File: config.mk
export PLATFORM = sky130hd
export DESIGN_NAME = local_port_buffer_flat
export DESIGN_NICKNAME = d
export VERILOG_FILES = /design/src/rtl/noc_pkg.sv /design/src/rtl/local_port_buffer_if.sv /design/src/rtl/xy_route_decode.sv /design/src/rtl/local_port_buffer.sv /design/src/flat_wrapper.sv
export SDC_FILE = /design/constraint.sdc
export NUM_CORES = 1
export LEC_CHECK = 0
export ABC_AREA = 0
export BUFFER_PORTS_ARGS = -buffer_cell sky130_fd_sc_hd__buf_2
export CORE_ASPECT_RATIO = 0.7
export CORE_MARGIN = 4
export CORE_UTILIZATION = 45
export CTS_CLUSTER_DIAMETER = 100
export CTS_CLUSTER_SIZE = 28
export DETAILED_ROUTE_END_ITERATION = 8
export GPL_TIMING_DRIVEN = 0
export PLACE_DENSITY = 0.79
export SETUP_SLACK_MARGIN = 0.4
export SLEW_MARGIN = 20
export SYNTH_ARGS = -nofsm -noshare
export SYNTH_HDL_FRONTEND = slang
export SYNTH_SLANG_ARGS = --single-unit
File: constraint.sdc
create_clock -name clk -period 3.5 [get_ports clk]
set_clock_uncertainty 0.1 [all_clocks]
set_input_delay 0.525 -clock clk [delete_from_list [all_inputs] [get_ports clk]]
set_output_delay 0.525 -clock clk [all_outputs]
set_load 0.005 [all_outputs]
File: src/rtl/noc_pkg.sv
// noc_pkg: shared NoC packet field positions, one-hot direction codes and input-buffer state encodings.
package noc_pkg;

    localparam int X_DST_HI = 31;
    localparam int X_DST_LO = 28;
    localparam int Y_DST_HI = 27;
    localparam int Y_DST_LO = 24;
    localparam int X_SRC_HI = 23;
    localparam int X_SRC_LO = 20;
    localparam int Y_SRC_HI = 19;
    localparam int Y_SRC_LO = 16;
    localparam int PKT_ID_HI = 15;
    localparam int PKT_ID_LO = 6;
    localparam int MOD_ID_HI = 5;
    localparam int MOD_ID_LO = 0;

    localparam logic [4:0] DIR_LOCAL = 5'b00001;
    localparam logic [4:0] DIR_NORTH = 5'b00010;
    localparam logic [4:0] DIR_EAST  = 5'b00100;
    localparam logic [4:0] DIR_SOUTH = 5'b01000;
    localparam logic [4:0] DIR_WEST  = 5'b10000;

    typedef enum logic {WR_ACCEPT, WR_GRANT} wrState_t;
    typedef enum logic [1:0] {RD_EMPTY, RD_REQ, RD_BUBBLE} rdState_t;

endpackage

File: src/rtl/local_port_buffer_if.sv
// local_port_buffer_if: injector-side and switch-side handshake bundle of the local-port input buffer.
interface local_port_buffer_if #(
    parameter int dataWidth = 32
);

    logic                 ReqUpStr;
    logic [dataWidth-1:0] PacketIn;
    logic                 GntUpStr;
    logic                 UpStrFull;
    logic                 ReqDnStr;
    logic                 GntDnStr;
    logic [dataWidth-1:0] PacketOut;
    logic [4:0]           DirReq;
    logic [15:0]          PktCount;
    logic [15:0]          FullCycles;

    modport master (
        output ReqUpStr, PacketIn, GntDnStr,
        input  GntUpStr, UpStrFull, ReqDnStr, PacketOut, DirReq, PktCount, FullCycles
    );

    modport slave (
        input  ReqUpStr, PacketIn, GntDnStr,
        output GntUpStr, UpStrFull, ReqDnStr, PacketOut, DirReq, PktCount, FullCycles
    );

endinterface

File: src/rtl/xy_route_decode.sv
// xy_route_decode: XY relative-address route request from a packet's destination fields; no hop decrement.
module xy_route_decode
    import noc_pkg::*;
#(
    parameter int dataWidth = 32,
    parameter int dim = 4
) (
    input  logic [dataWidth-1:0] packet,
    output logic [4:0]           dirReq
);

    logic [dim-1:0] xDst;
    logic [dim-1:0] yDst;
    logic           unusedBits;

    assign xDst = packet[X_DST_LO +: dim];
    assign yDst = packet[Y_DST_LO +: dim];
    assign unusedBits = ^packet[X_SRC_HI:0];

    // X is resolved fully before Y; the top bit of each field is the direction
    assign dirReq = |xDst[dim-2:0] ? (xDst[dim-1] ? DIR_EAST : DIR_WEST)
                  : |yDst[dim-2:0] ? (yDst[dim-1] ? DIR_NORTH : DIR_SOUTH)
                  : DIR_LOCAL;

endmodule

File: src/rtl/local_port_buffer.sv
// local_port_buffer: router local-port input buffer, a DEPTH-entry FIFO between the PE injector and the switch allocator.
// Define LPB_STATS_EN to build the saturating PktCount/FullCycles counters; otherwise both read 0.
module local_port_buffer
    import noc_pkg::*;
#(
    parameter int dataWidth = 32,
    parameter int dim = 4,
    parameter int DEPTH = 4,
    parameter int ADDR_W = 2
) (
    input logic                clk,
    input logic                reset,
    local_port_buffer_if.slave bus
);

    localparam logic [ADDR_W:0] FULL_COUNT = (ADDR_W + 1)'(DEPTH);

    logic [dataWidth-1:0] mem [DEPTH];
    logic [ADDR_W-1:0]    wrPtr;
    logic [ADDR_W-1:0]    rdPtr;
    logic [ADDR_W:0]      count;
    logic [ADDR_W:0]      countNext;
    wrState_t             wrState;
    rdState_t             rdState;
    logic                 wrEn;
    logic                 popEn;
    logic [4:0]           headDir;

    // A full buffer refuses the write even when the head is popped on the same edge
    assign wrEn = wrState == WR_ACCEPT && bus.ReqUpStr && count != FULL_COUNT;
    assign popEn = rdState == RD_REQ && bus.GntDnStr;
    assign countNext = count + (ADDR_W + 1)'(wrEn) - (ADDR_W + 1)'(popEn);

    always_ff @(posedge clk or negedge reset) begin
        if (!reset) begin
            wrPtr         <= '0;
            rdPtr         <= '0;
            count         <= '0;
            wrState       <= WR_ACCEPT;
            rdState       <= RD_EMPTY;
            bus.GntUpStr  <= 1'b0;
            bus.UpStrFull <= 1'b0;
            bus.ReqDnStr  <= 1'b0;
        end else begin
            wrPtr         <= wrPtr + ADDR_W'(wrEn);
            rdPtr         <= rdPtr + ADDR_W'(popEn);
            count         <= countNext;
            bus.UpStrFull <= countNext == FULL_COUNT;
            wrState       <= wrEn ? WR_GRANT : WR_ACCEPT;
            bus.GntUpStr  <= wrEn;
            rdState       <= rdState == RD_REQ ? (bus.GntDnStr ? RD_BUBBLE : RD_REQ)
                                               : (countNext != '0 ? RD_REQ : RD_EMPTY);
            bus.ReqDnStr  <= rdState == RD_REQ ? !bus.GntDnStr : countNext != '0;
        end
    end

    always_ff @(posedge clk)
        if (wrEn)
            mem[wrPtr] <= bus.PacketIn;

    assign bus.PacketOut = mem[rdPtr];

    xy_route_decode #(
        .dataWidth(dataWidth),
        .dim      (dim)
    ) routeDecode (
        .packet(bus.PacketOut),
        .dirReq(headDir)
    );

    assign bus.DirReq = bus.ReqDnStr ? headDir : '0;

`ifdef LPB_STATS_EN
    always_ff @(posedge clk or negedge reset) begin
        if (!reset) begin
            bus.PktCount   <= '0;
            bus.FullCycles <= '0;
        end else begin
            if (wrEn && !(&bus.PktCount))
                bus.PktCount <= bus.PktCount + 16'd1;
            if (bus.UpStrFull && !(&bus.FullCycles))
                bus.FullCycles <= bus.FullCycles + 16'd1;
        end
    end
`else
    assign bus.PktCount   = '0;
    assign bus.FullCycles = '0;
`endif

endmodule

File: src/flat_wrapper.sv
// flat-port wrapper written by rule: the top's interface ports become plain ports
module local_port_buffer_flat import noc_pkg::*;
#(
    parameter int dataWidth = 32,
    parameter int dim = 4,
    parameter int DEPTH = 4,
    parameter int ADDR_W = 2
)
  (clk, reset, bus_ReqUpStr, bus_PacketIn, bus_GntDnStr, bus_GntUpStr, bus_UpStrFull, bus_ReqDnStr, bus_PacketOut, bus_DirReq, bus_PktCount, bus_FullCycles);
  local_port_buffer_if #(.dataWidth(dataWidth)) bus_i ();
  input logic clk;
  input logic reset;
  input wire logic [$bits(bus_i.ReqUpStr)-1:0] bus_ReqUpStr;
  input wire logic [$bits(bus_i.PacketIn)-1:0] bus_PacketIn;
  input wire logic [$bits(bus_i.GntDnStr)-1:0] bus_GntDnStr;
  output wire logic [$bits(bus_i.GntUpStr)-1:0] bus_GntUpStr;
  output wire logic [$bits(bus_i.UpStrFull)-1:0] bus_UpStrFull;
  output wire logic [$bits(bus_i.ReqDnStr)-1:0] bus_ReqDnStr;
  output wire logic [$bits(bus_i.PacketOut)-1:0] bus_PacketOut;
  output wire logic [$bits(bus_i.DirReq)-1:0] bus_DirReq;
  output wire logic [$bits(bus_i.PktCount)-1:0] bus_PktCount;
  output wire logic [$bits(bus_i.FullCycles)-1:0] bus_FullCycles;
  assign bus_i.ReqUpStr = bus_ReqUpStr;
  assign bus_i.PacketIn = bus_PacketIn;
  assign bus_i.GntDnStr = bus_GntDnStr;
  assign bus_GntUpStr = bus_i.GntUpStr;
  assign bus_UpStrFull = bus_i.UpStrFull;
  assign bus_ReqDnStr = bus_i.ReqDnStr;
  assign bus_PacketOut = bus_i.PacketOut;
  assign bus_DirReq = bus_i.DirReq;
  assign bus_PktCount = bus_i.PktCount;
  assign bus_FullCycles = bus_i.FullCycles;
  local_port_buffer #(.dataWidth(dataWidth), .dim(dim), .DEPTH(DEPTH), .ADDR_W(ADDR_W)) u_core (.clk(clk), .reset(reset), .bus(bus_i));
endmodule
==> qor.yml <==
detailed_routing:
  drt-wirelength-per-cell_um: 17.1
  detailroute.via_count: 2675
  ant_nets: 0
  first_iter_violations: 155
  routed_wl_um: 9550
  drt_first_pass_iters: 5
  viasPerCell: 4.80
  drc: 0
worst_hold_path:
  min_delay_path_depth: 1
  hold_path_class: "primary input to register"
  hold_start: "bus_PacketIn[1]"
  hold_end: "u_core.mem[2][1]$_DFFE_PP_"
synth:
  ys_seq_elements: 139
  yosysWarnings: 0
  avgSynthCellArea_um2: 21.7
  syn_inst: 248
  synth_cell_types: 24
  seq_area_frac_synth_pct: 76.5
  netlist_area_um2: 5390
timing:
  fin_crit_ns: 2.95
  maxSlewHeadroom_pct: 50.1
  timing.final.ws_setup_ns: 0.546
  rsz0062_at_grt: "yes"
  hold_viol_final: 0
  setup_violations: 0
  maxSlewViolCount: 0
  worst_pin_slew_ns: 0.737
  finalCritPeriodShare_pct: 84.4
  max_freq_mhz: 339
place:
  gp_congestion: 0.716
  dp.cells: 524
  hpwl_um: 6760
  io_buffers: 75
  placed_area_um2: 6230
  pre_cts_ws_ns: 0.546
die:
  die_w_um: 139
  initial_core_util_pct: 46.1
  io_pins: 108
  core_um2: 11700
  rows: 33
  die-area_um2: 13800
  fp.dieH_um: 99.5
clock_tree:
  clock-sinks: 139
  tritoncts: "done"
  cts_setup_buffers: 0
  cts_buffer_depth: 2
  clock-root-buffer: "clkbuf_16"
  clock_latency_ns: 0.40
  clk_pin_slew_ns: 0.06
  h-tree-depth: 4
  cts_buffers: 17
final_layout:
  syn2layout_area_growth_pct: 26.6
  final_cell_mix: "128 x edfxtp_1, 75 x buf_2, 40 x buf_4"
  fin_util_pct: 58.3
  final_common_cell: "edfxtp_1"
  final_cell_area_um2: 6820
  n_antenna_cell: 0
  drive_gt1_share_pct: 48.3
  layout.nets: 428
  final_cells: 557
  n_fill_cell: 869
setup_path:
  cp-start-kind: "register"
  regToRegEndpoint: "u_core.rdState[0]$_DFF_PN0_"
  reg2reg_depth: 7
  timing.rr.start: "u_core.count[1]$_DFF_PN0_"
  worst-path-buf-inv: 3
  cp_max_fo: 10
  worst-path-stages: 6
  max_stage_delay_ns: 0.58
  cp-end-kind: "primary output"
  r2r_slack_ns: 0.82
  critPathRequiredTime_ns: 2.87
  path_class: "register to primary output"
  arrival_ns: 2.33
  slowest_stage: "mux4_2"
  path_cells: "buf_6 -> clkbuf_4 -> mux4_2 -> nor3_2 -> and3_1 -> buf_2"
  critical-path-top-delay-family: "multiplexers"
global_routing:
  grtUsageTotal_pct: 14.6
  grt_max_degree: 19
  grt_pass1_wl_um: 15200
  grt_overflow: 0
  grt_pass1_vias: 2799
  antenna_found_initial: 0
pwr:
  power_mw: 5.47
  power.leakage_nw: 2.62
  worst_ir_drop_vdd_v: 0.000443
  power.density_nw_per_um2: 802
outcome:
  status: "finished clean"
run:
  cap_violations: 0
==> registers in the layout (all words and copies together), names as in the netlist <==
| register | count |
|---|---|
| u_core.rdPtr | 2 |
| u_core.rdState | 2 |
| u_core.bus.UpStrFull | 1 |
| u_core.mem | 128 |
| u_core.bus.GntUpStr | 1 |
| u_core.count | 3 |
| u_core.wrPtr | 2 |
==> logic make-up after synthesis <==
group	count (synthesis)	share of synthesized area [%]
flops	139	76.5
buf+inv	49	5.85
mux	32	13.4
simple gates	16	2.00
fa+ha+maj	5	1.30
xor+xnor	4	0.651
compound gates	2	0.279
other cells	1	0.0696
==> worst reg2reg max path, stage by stage, from the launching register on <==
cell and delay, ns:
dfrtp_1 0.41, o311ai_1 0.67, inv_1 0.22, ha_1 0.28
fa_1 0.38, xnor2_1 0.14, xnor2_1 0.22, a31oi_1 0.12
==> power breakdown <==
| group | switching (mW) | leakage, nW | internal (mW) |
|---|---|---|---|
| combinational | 0.774 | 1.05 | 0.798 |
| clock | 0.614 | 0.274 | 1.04 |
| sequential | 0.0998 | 1.30 | 2.14 |
| total | 1.49 | 2.62 | 3.98 |
==> synth_stat cells, drive strengths merged <==
cell type / n / area share (%)
nor3: 6 / 0.65
fa: 1 / 0.37
clkbuf: 2 / 0.14
mux4: 32 / 13
conb: 1 / 0.070
nand2b: 1 / 0.12
buf: 37 / 5.0
ha: 4 / 0.93
xnor2: 2 / 0.33
edfxtp: 128 / 71
xor2: 2 / 0.33
o311ai: 1 / 0.16
or4: 1 / 0.21
nor2: 2 / 0.14
inv: 10 / 0.70
a31oi: 1 / 0.12
dfrtp: 11 / 5.1
and3: 2 / 0.23
nor3b: 4 / 0.65
==> final cells by class <==
class                      count  area (µm²)  share of cell area, %
clock inverter                 5        30.0                  0.440
tap                          157         196                   2.88
inverter                      10        37.5                  0.551
timing repair buffer          89         526                   7.71
clock buffer                  27         536                   7.85
sequential                   139        4120                   60.4
multi-input combinational     91        1080                   15.9
buffer                        39         289                   4.24
==> through the flow <==
stage	hold WS [ns]	setup TNS [ns]
finish	0.234	0
global route	0.218	0
CTS	0.215	0
detailed placement	0.308	0
global placement	0.302	-181.75
floorplan	0.129	-17.02
==> per-layer routing <==
layer	vias to the layer above	GRT usage (%)	part of all wire (%)
met5	-	0	0
met4	0	5.19	0.89
met3	10	5.38	8.0
met2	108	23.4	49
met1	1346	18.5	42
li1	1211	-	-
==> how the worst max path moves through the flow <==
stage | startpoint | to | slack [ns]
2_1_floorplan | bus_ReqUpStr | u_core.mem[1][0]$_DFFE_PP_ | -0.25
3_3_place_gp | bus_ReqUpStr | u_core.mem[1][13]$_DFFE_PP_ | -1.99
3_5_place_dp | u_core.count[1]$_DFF_PN0_ | u_core.rdState[0]$_DFF_PN0_ | 0.55
4_1_cts | u_core.rdPtr[0]$_DFF_PN0_ | bus_DirReq[0] | 0.40
5_1_grt | u_core.rdPtr[0]$_DFF_PN0_ | bus_DirReq[0] | 0.36
6_report | u_core.rdPtr[0]$_DFF_PN0_ | bus_DirReq[0] | 0.55
==> what timing repair did <==
item	4_1_cts	5_1_grt
resized for setup	4	2
hold buffers	1	0
endpoints found under the setup margin	20	12
endpoints found under the hold margin	11	0
pin swaps	0	0
gates cloned	0	0
No activity file was read; power rests on OpenSTA's default activity.
